`config.mk`:
```
export PLATFORM = sky130hd
export DESIGN_NAME = spi_arbiter
export DESIGN_NICKNAME = d
export VERILOG_FILES = /design/src/rtl/spi_arbiter.sv
export SDC_FILE = /design/constraint.sdc
export NUM_CORES = 1
export LEC_CHECK = 0
export BUFFER_PORTS_ARGS = -buffer_cell sky130_fd_sc_hd__buf_2
export CAP_MARGIN = 25
export CORE_ASPECT_RATIO = 1.25
export CORE_UTILIZATION = 50
export DETAILED_ROUTE_END_ITERATION = 12
export PLACE_DENSITY = 0.76
export SYNTH_ARGS = -nofsm -noshare
export SYNTH_HDL_FRONTEND = slang
export SYNTH_SLANG_ARGS = --single-unit
```
`constraint.sdc`:
```
create_clock -name clk_in -period 2.91 [get_ports clk_in]
set_input_delay 0.582 -clock clk_in [delete_from_list [all_inputs] [get_ports clk_in]]
set_output_delay 0.582 -clock clk_in [all_outputs]
set_load 0.03 [all_outputs]
```
`src/rtl/spi_arbiter.sv`:
```
// Round-robin arbiter sharing one SPI master among N_REQ requesters.
// Owns the trigger/ready handshake, the readback capture and the transfer timeout.
module spi_arbiter #(
    parameter int N_REQ          = 3,
    parameter int TRANSFER_SIZE  = 8,
    parameter int N_SDI          = 1,
    parameter int TRIG_CYCLES    = 2,
    parameter int TIMEOUT_CYCLES = 65535
) (
    input  logic                           clk_in,
    input  logic                           rst_in,
    input  logic [N_REQ-1:0]               req_in,
    input  logic [N_REQ*TRANSFER_SIZE-1:0] req_data_in,
    output logic [N_REQ-1:0]               grant_out,
    output logic [N_REQ-1:0]               ack_out,
    output logic                           err_out,
    output logic [N_SDI*TRANSFER_SIZE-1:0] rsp_data_out,
    output logic                           busy_out,
    output logic                           spi_trigger_out,
    output logic [TRANSFER_SIZE-1:0]       spi_data_out,
    input  logic [N_SDI*TRANSFER_SIZE-1:0] spi_data_in,
    input  logic                           spi_ready_in
);

    localparam int          PW = (N_REQ > 1) ? $clog2(N_REQ) : 1;
    localparam int          TW = $clog2(TRIG_CYCLES + 1);
    localparam int          CW = 20;
    localparam int          RW = N_SDI * TRANSFER_SIZE;
    localparam int unsigned NR = N_REQ;
    localparam int unsigned NT = TRANSFER_SIZE;

    localparam logic [TW-1:0] TRIG_LAST = TW'(TRIG_CYCLES);
    localparam logic [CW-1:0] TO_LAST   = CW'(TIMEOUT_CYCLES - 1);

    localparam logic [2:0] ST_IDLE      = 3'd0;
    localparam logic [2:0] ST_TRIG      = 3'd1;
    localparam logic [2:0] ST_WAIT_BUSY = 3'd2;
    localparam logic [2:0] ST_WAIT_DONE = 3'd3;
    localparam logic [2:0] ST_DONE      = 3'd4;

    logic                     rdy_meta_q, rdy_s_q;
    logic [2:0]               state_q, state_d;
    logic [PW-1:0]            ptr_q, ptr_d;
    logic [PW-1:0]            owner_q, owner_d;
    logic [N_REQ-1:0]         grant_q, grant_d;
    logic [N_REQ-1:0]         ack_q, ack_d;
    logic                     err_q, err_d;
    logic [RW-1:0]            rsp_q, rsp_d;
    logic                     busy_q, busy_d;
    logic                     trig_q, trig_d;
    logic [TRANSFER_SIZE-1:0] data_q, data_d;
    logic [TW-1:0]            trig_cnt_q, trig_cnt_d;
    logic [CW-1:0]            to_cnt_q, to_cnt_d;
    logic                     to_flag_q, to_flag_d;

    logic [PW-1:0]    sel_idx;
    logic             sel_vld;
    int unsigned      rr_idx;
    logic [N_REQ-1:0] req_sh;
    logic             to_hit;

    // Scan starts one past the last owner, so the previous winner ranks last.
    always_comb begin
        sel_idx = '0;
        sel_vld = 1'b0;
        rr_idx  = 0;
        req_sh  = '0;
        for (int unsigned k = 1; k <= NR; k++) begin
            rr_idx = (32'(ptr_q) + k) % NR;
            req_sh = req_in >> rr_idx;
            if (!sel_vld && req_sh[0]) begin
                sel_vld = 1'b1;
                sel_idx = PW'(rr_idx);
            end
        end
    end

    assign to_hit = (to_cnt_q == TO_LAST);

    always_comb begin
        state_d    = state_q;
        ptr_d      = ptr_q;
        owner_d    = owner_q;
        grant_d    = grant_q;
        ack_d      = '0;
        err_d      = 1'b0;
        rsp_d      = rsp_q;
        busy_d     = busy_q;
        trig_d     = trig_q;
        data_d     = data_q;
        trig_cnt_d = trig_cnt_q;
        to_cnt_d   = to_cnt_q;
        to_flag_d  = to_flag_q;

        case (state_q)
            ST_IDLE: begin
                if (rdy_s_q && sel_vld) begin
                    grant_d    = {{(N_REQ-1){1'b0}}, 1'b1} << sel_idx;
                    owner_d    = sel_idx;
                    data_d     = TRANSFER_SIZE'(req_data_in >> (32'(sel_idx) * NT));
                    busy_d     = 1'b1;
                    trig_cnt_d = '0;
                    to_cnt_d   = '0;
                    to_flag_d  = 1'b0;
                    state_d    = ST_TRIG;
                end
            end
            ST_TRIG: begin
                if (to_hit) begin
                    trig_d    = 1'b0;
                    to_flag_d = 1'b1;
                    state_d   = ST_DONE;
                end else begin
                    to_cnt_d = to_cnt_q + CW'(1);
                    if (trig_cnt_q == TRIG_LAST) begin
                        trig_d  = 1'b0;
                        state_d = ST_WAIT_BUSY;
                    end else begin
                        trig_d     = 1'b1;
                        trig_cnt_d = trig_cnt_q + TW'(1);
                    end
                end
            end
            ST_WAIT_BUSY: begin
                if (to_hit) begin
                    to_flag_d = 1'b1;
                    state_d   = ST_DONE;
                end else begin
                    to_cnt_d = to_cnt_q + CW'(1);
                    if (!rdy_s_q) state_d = ST_WAIT_DONE;
                end
            end
            ST_WAIT_DONE: begin
                if (to_hit) begin
                    to_flag_d = 1'b1;
                    state_d   = ST_DONE;
                end else begin
                    to_cnt_d = to_cnt_q + CW'(1);
                    if (rdy_s_q) state_d = ST_DONE;
                end
            end
            ST_DONE: begin
                ack_d   = grant_q;
                err_d   = to_flag_q;
                rsp_d   = to_flag_q ? '0 : spi_data_in;
                ptr_d   = owner_q;
                grant_d = '0;
                busy_d  = 1'b0;
                state_d = ST_IDLE;
            end
            default: begin
                state_d = ST_IDLE;
            end
        endcase
    end

    always_ff @(posedge clk_in or posedge rst_in) begin
        if (rst_in) begin
            rdy_meta_q <= 1'b0;
            rdy_s_q    <= 1'b0;
            state_q    <= ST_IDLE;
            ptr_q      <= PW'(N_REQ - 1);
            owner_q    <= '0;
            grant_q    <= '0;
            ack_q      <= '0;
            err_q      <= 1'b0;
            rsp_q      <= '0;
            busy_q     <= 1'b0;
            trig_q     <= 1'b0;
            data_q     <= '0;
            trig_cnt_q <= '0;
            to_cnt_q   <= '0;
            to_flag_q  <= 1'b0;
        end else begin
            rdy_meta_q <= spi_ready_in;
            rdy_s_q    <= rdy_meta_q;
            state_q    <= state_d;
            ptr_q      <= ptr_d;
            owner_q    <= owner_d;
            grant_q    <= grant_d;
            ack_q      <= ack_d;
            err_q      <= err_d;
            rsp_q      <= rsp_d;
            busy_q     <= busy_d;
            trig_q     <= trig_d;
            data_q     <= data_d;
            trig_cnt_q <= trig_cnt_d;
            to_cnt_q   <= to_cnt_d;
            to_flag_q  <= to_flag_d;
        end
    end

    assign grant_out       = grant_q;
    assign ack_out         = ack_q;
    assign err_out         = err_q;
    assign rsp_data_out    = rsp_q;
    assign busy_out        = busy_q;
    assign spi_trigger_out = trig_q;
    assign spi_data_out    = data_q;

endmodule

```
==> flow_metrics.tcl, run 1 <==
set metrics [dict create \
    outcome "finished, final reports clean" \
    report.final.slew_viol_count 0 \
    synth_flop_cell "dfrtp_1" \
    tightestPinTransition_ps 921 \
    syn_area_um2 3290 \
    vdd_drop_max_mv 0.447 \
    regToRegSetupSlack_ps 70 \
    die_w_um 74.5 \
    drive_above_1_share 0.243 \
    hpwlAfterDp_mm 5.43 \
    rows 32 \
    finalNonFillerCells 508 \
    wl_mm 7.76 \
    cts_tree "built" \
    syn_avg_cell_area_um2 9.31 \
    finalNetCount 468 \
    drtIter0Drc 220 \
    cp_max_fo 9 \
    die_y_um 92.6 \
    synth-compound-area-share 0.208 \
    hold_buffers 0 \
    synth_most_common_cell "dfrtp_1" \
    routedWlPerCell_um 15.3 \
    yosysWarnings 0 \
    clk_latency_ps 350 \
    clkTransAtPathRegs_ps 70 \
    synth.top_cell.area_share 0.427 \
    coreArea_um2 6250 \
    async_flop_share 1.00 \
    grtUsageMet2 0.405 \
    fp.dieArea_um2 6900 \
    cpLargestDelayFamily "simple AND/OR/NAND/NOR gates" \
    synth_edf_count 0 \
    critPathArrivalTime_ps 3070 \
    rsz0062_at_grt "yes" \
    ioPinCount 63 \
    period_needed_ps 2840 \
    syn_nets 403 \
    num_vias 2932 \
    hold_path.class "input pin to register" \
    switchingPower_mw 2.01 \
    overflow 0 \
    crit_slowest_cell "dfstp_2" \
    place.gp.congestion 0.818 \
    nFillCells 559 \
    drc 0 \
    routed_via_density 5.77 \
    min_period_over_period 0.976 \
    grt_pass1_vias 2737 \
    combPwrFrac 0.548 \
    syn_inst 353 \
    io_buffers 62 \
    ys_types 55 \
    grt_pass1_wl_mm 12.6 \
    cts_root_buf "clkbuf_8" \
    yosys.area.top_type "dfrtp_1" \
    worstPathCellList "inv_2 > ha_4 > nand3b_1 > ha_1 > and3b_2 > o21ai_4 > or3_4 > a32o_1 > o32a_1" \
    grt_use_total 0.241 \
    grtUsageMet3 0.0522 \
    cts_htree_levels 3 \
    synth.area.mux_share 0.0175 \
    grt_busiest_layer "met2" \
    worst_setup_path_start_kind "register" \
    grt_max_degree 47 \
    synth_top_cells_by_count "dfrtp_1 (56), nand2_1 (41), nor2_1 (25)" \
    synth_top_family_by_area "simple AND/OR/NAND/NOR gates" \
    grt_use_met1 0.282 \
    crit_buf_inv 1 \
    cp-end-kind "register" \
    finalClockSkew_ps 7.07 \
    slowest_delay_ps 610 \
    required_ps 3140 \
    p_clk_frac 0.171 \
    synthXorXnorAreaFrac 0.0400 \
    diodes 0 \
    areaGrowthSynthToFinish_pct 20.2 \
    setup_viol 0 \
    ys_seq_area_frac 0.435 \
    p_sw_frac 0.455 \
    drt_pre_antenna_iters 4 \
    synth_fa_ha_area_frac 0.0457 \
    finalHoldViolCount 0 \
    holdWs_ps 343 \
    grt_antenna_before_repair 0 \
    relSlewSlack 0.385 \
    p_seq_frac 0.281 \
    clock_sinks 57 \
    dp.cells 489 \
    numCtsBuffers 9 \
    cellPowerDensity_nw_per_um2 1120 \
    p_int_mw 2.41 \
    crit_type "register to register" \
    cap_violations 0 \
    ys_ff_latch 57 \
    fmax_mhz 352 \
    p_leak_nw 1.82 \
    initial_utilization 0.526 \
    clockBufferDepth 2 \
    synth-simple-area-share 0.209 \
    antenna_left 0 \
    synth_area_leaders "dfrtp_1 (43%), nand2_1 (4.7%), ha_1 (4.6%), xor2_1 (3.5%), and2_1 (2.9%)" \
]
registers in the layout (all words and copies together), names as in the netlist:
register         count
to_cnt_q            20
to_flag_q            1
trig_cnt_q           2
owner_q              2
spi_trigger_out      1
ack_out              3
state_q              3
ptr_q                2
rdy_s_q              1
err_out              1
grant_out            3
spi_data_out         8
rdy_meta_q           1
rsp_data_out         8
busy_out             1
stage by stage:
step	instance area (um^2)	utilization	setup slack, ps	total power [mW]	setup TNS, ps
finish	3950	0.632	70.5	4.42	0
global route	3950	0.632	-43.2	4.73	-263
CTS	3900	0.625	21.3	4.31	0
detailed placement	3690	0.592	-12.9	3.52	-49.9
global placement	3690	0.592	34.0	3.46	0
floorplan	3310	-	0.409	3.00	0
cells in the final DEF, fill, tap and decap left out, drive strengths merged, types with 5 or more instances in the layout:
cell type,n
clkbuf,9
nand2,41
a21oi,16
dfrtp,56
and3,10
o211ai,10
buf,72
o2111ai,6
nor2b,5
o21ai,24
and2,15
nand3,7
a32o,8
nor3,8
inv,18
ha,12
xor2,13
o32a,8
nand4,5
nor2,25
kinds of logic (layout without fill, tap and decap cells):
| logic type | count (synthesis) | in the layout |
|---|---|---|
| xor gates and xnor gates | 15 | 15 |
| muxes | 5 | 5 |
| buffers and inverters | 35 | 105 |
| AOI/OAI and AO/OA | 93 | 93 |
| DFF | 57 | 57 |
| adders and majority gates | 12 | 12 |
| and+or+nand+nor | 136 | 136 |
layout make-up:
cell class | instances | area (um^2) | area share
clock buffers | 9 | 124 | 0.0314
clock inverters | 7 | 78.8 | 0.0200
inverters | 17 | 63.8 | 0.0162
multi-input cells | 261 | 1760 | 0.446
flip-flops and latches | 57 | 1430 | 0.362
well taps | 85 | 106 | 0.0269
repair buffers | 72 | 389 | 0.0985
repair_timing:
action	CTS	global route
setup buffers	0	3
pin swaps	0	4
endpoints found under the setup margin	8	22
resized for setup	1	4
final timing paths:
path / to / cells past startpoint / from
setup / recovery: spi_data_out[1] / 9 / ptr_q[1]
hold / removal: rdy_meta_q / 1 / spi_ready_in
setup reg to reg: spi_data_out[1] / 9 / ptr_q[1]
hold reg to reg: rdy_s_q / 0 / rdy_meta_q
max in group asynchronous: spi_data_out[7] / 3 / rst_in
min in group asynchronous: rsp_data_out[7] / 2 / rst_in
layer usage:
layer	share of wire	vias to the layer above
met4	0.038	0
met5	0	-
met2	0.52	84
met1	0.41	1404
li1	-	1412
met3	0.038	32
worst reg2reg max path, delay by kind of cell (launching register included):
family / cells / cell delay (ps)
fa+ha+maj: 2 / 490
buf+inv: 1 / 80
simple gates: 3 / 840
compound gates: 3 / 710
flops: 1 / 610
power groups by stage:
| stage | combinational (mW) | sequential [mW] | clock (mW) |
|---|---|---|---|
| after floorplan | 1.52 | 1.48 | 0 |
| after global placement | 2.22 | 1.25 | 0 |
| after detailed placement | 2.27 | 1.25 | 0 |
| after CTS | 2.29 | 1.24 | 0.777 |
| after global routing | 2.64 | 1.28 | 0.811 |
| final | 2.42 | 1.24 | 0.759 |
Note: power is estimated with default switching activity, not from simulation.
==> run 2: changes to the inputs <==
--- a/config.mk
+++ b/config.mk
@@ -5,10 +5,13 @@
 export SDC_FILE = /design/constraint.sdc
 export NUM_CORES = 1
 export LEC_CHECK = 0
+export ABC_CLOCK_PERIOD_IN_PS = 2910
 export BUFFER_PORTS_ARGS = -buffer_cell sky130_fd_sc_hd__buf_2
 export CAP_MARGIN = 25
 export CORE_ASPECT_RATIO = 1.25
+export CORE_MARGIN = 1.5
 export CORE_UTILIZATION = 50
+export CTS_BUF_LIST = sky130_fd_sc_hd__clkbuf_4 sky130_fd_sc_hd__clkbuf_8
 export DETAILED_ROUTE_END_ITERATION = 12
 export PLACE_DENSITY = 0.76
 export SYNTH_ARGS = -nofsm -noshare
==> run 2 against run 1 <==
Effect of this change: clock power decreased by 3.4%; utilization fell by 0.16 points; maximum frequency grew 0.93%; count of clock-buffer cells in the layout unchanged; first-iteration DRC count fell by 17%; worst setup slack better by 26 ps; largest cell class unchanged; sequential share of layout area grew 0.092 points; hold slack improved by 15 ps.
==> flow_metrics.tcl, run 2 (synthesized netlist as in run 1, its figures left out) <==
set metrics [dict create \
    outcome "finished, final reports clean" \
    final_common_cell "buf_2" \
    initial_utilization 0.526 \
    switchingPower_mw 1.96 \
    tightestPinTransition_ps 713 \
    coreArea_um2 6250 \
    multi_input_area_um2 1750 \
    fmax_mhz 355 \
    numCtsBuffers 9 \
    fin_ws_ps 96.7 \
    setup_viol 0 \
    finalClockSkew_ps 8.42 \
    crit_slowest_cell "dfstp_2" \
    hold_path.class "input pin to register" \
    worstPathCellList "inv_2 > ha_4 > nand3b_1 > ha_1 > and3b_2 > o21ai_4 > or3_4 > a32o_1 > o32a_1" \
    crit_type "register to register" \
    drc 0 \
    regArea_um2 1430 \
    routedWlPerCell_um 15.1 \
    ioPinCount 63 \
    drtIter0Drc 183 \
    antenna_left 0 \
    largest_reg_flops 20 \
    overflow 0 \
    finalHoldViolCount 0 \
    cellPowerDensity_nw_per_um2 1110 \
    worst_setup_path_start_kind "register" \
    cap_violations 0 \
    combPwrFrac 0.549 \
    clock_sinks 57 \
    grt_pass1_wl_mm 12.3 \
    period_needed_ps 2810 \
    die_w_um 75.5 \
    clockBufferDepth 2 \
    most-common-layout-cells "buf_2 (62), dfrtp_1 (56), nand2_1 (41), nor2_1 (25), a21oi_1 (16)" \
    vdd_drop_max_mv 0.486 \
    grt_antenna_before_repair 0 \
    hpwlAfterDp_mm 5.40 \
    p_leak_nw 1.82 \
    place.gp.congestion 0.840 \
    relSlewSlack 0.525 \
    p_sw_frac 0.450 \
    num_vias 2891 \
    p_int_mw 2.40 \
    grt_use_total 0.228 \
    areaGrowthSynthToFinish_pct 19.9 \
    nFillCells 543 \
    drive_above_1_share 0.243 \
    grt_pass1_vias 2738 \
    die_y_um 93.6 \
    drt_pre_antenna_iters 5 \
    cts_root_buf "clkbuf_8" \
    cp-end-kind "register" \
    diodes 0 \
    wl_mm 7.67 \
    p_clk_frac 0.168 \
    fp.dieArea_um2 7070 \
    finalNonFillerCells 509 \
    report.final.slew_viol_count 0 \
    p_seq_frac 0.283 \
    required_ps 3120 \
    slowest_delay_ps 590 \
    cts_htree_levels 3 \
    routed_via_density 5.68 \
    critPathArrivalTime_ps 3030 \
    cp_max_fo 9 \
    clkTransAtPathRegs_ps 70 \
    min_period_over_period 0.967 \
    io_buffers 62 \
    largest_register "to_cnt_q" \
    rows 32 \
    cts_tree "built" \
    clk_latency_ps 340 \
    place_worst_setup_slack_ps -12.2 \
    grt_max_degree 58 \
    dp.cells 490 \
    finalNetCount 469 \
]
run 2: worst paths after layout:
path,startpoint,to,slack (ps),cells past startpoint
max,ptr_q[1],spi_data_out[1],100,9
min in group asynchronous,rst_in,rsp_data_out[3],420,3
max reg2reg,ptr_q[1],spi_data_out[1],100,9
min,spi_ready_in,rdy_meta_q,360,1
min reg2reg,rdy_meta_q,rdy_s_q,380,0
max in group asynchronous,rst_in,rdy_s_q,2000,3
run 2: layer usage:
| metal | track usage | wire (um) | vias to the layer above |
|---|---|---|---|
| met2 | 0.390 | 4090 | 58 |
| met4 | 0.106 | 161 | 0 |
| met5 | 0 | 0 | - |
| li1 | - | - | 1408 |
| met3 | 0.0420 | 245 | 16 |
| met1 | 0.269 | 3160 | 1409 |
run 2: power by group through the flow:
stage | Combinational [mW] | Clock [mW] | Sequential (mW)
after CTS | 2.31 | 0.744 | 1.24
after detailed placement | 2.29 | 0 | 1.25
final | 2.40 | 0.733 | 1.23
after global placement | 2.24 | 0 | 1.24
after global routing | 2.63 | 0.781 | 1.27
after floorplan | 1.52 | 0 | 1.48
run 2: what timing repair did:
| action | 4_1_cts | 5_1_grt |
|---|---|---|
| gates resized for setup | 1 | 3 |
| hold buffers | 0 | 0 |
| buffers inserted | 0 | 3 |
| pin swaps | 0 | 2 |
| endpoints found under the hold margin | 0 | 0 |
| endpoints found under the setup margin | 8 | 11 |
run 2: final cells by class:
cell class,instances,area share
Clock buffer,9,0.0314
Tap cell,85,0.0270
Inverter,17,0.0162
Timing Repair Buffer,73,0.102
Clock inverter,7,0.0181
Multi-Input combinational cell,261,0.443
Sequential cell,57,0.362
run 2: critical path, delay by kind of cell (launching register included):
kind	cells	cell delay [ps]
flip-flops	1	590
AO/OA/AOI/OAI	3	690
AND/OR/NAND/NOR	3	850
buffers and inverters	1	80
adder cells (fa/ha/maj)	2	500
run 2: stage by stage:
step	TNS [ps]	hold WS, ps	util	power (mW)	cell area (um^2)
6_report	0	357	0.631	4.36	3940
5_1_grt	-16.7	341	0.631	4.68	3940
4_1_cts	0	342	0.625	4.29	3900
3_5_place_dp	-45.1	362	0.593	3.54	3700
3_3_place_gp	0	363	0.593	3.48	3700
2_1_floorplan	0	331	-	3.00	3310
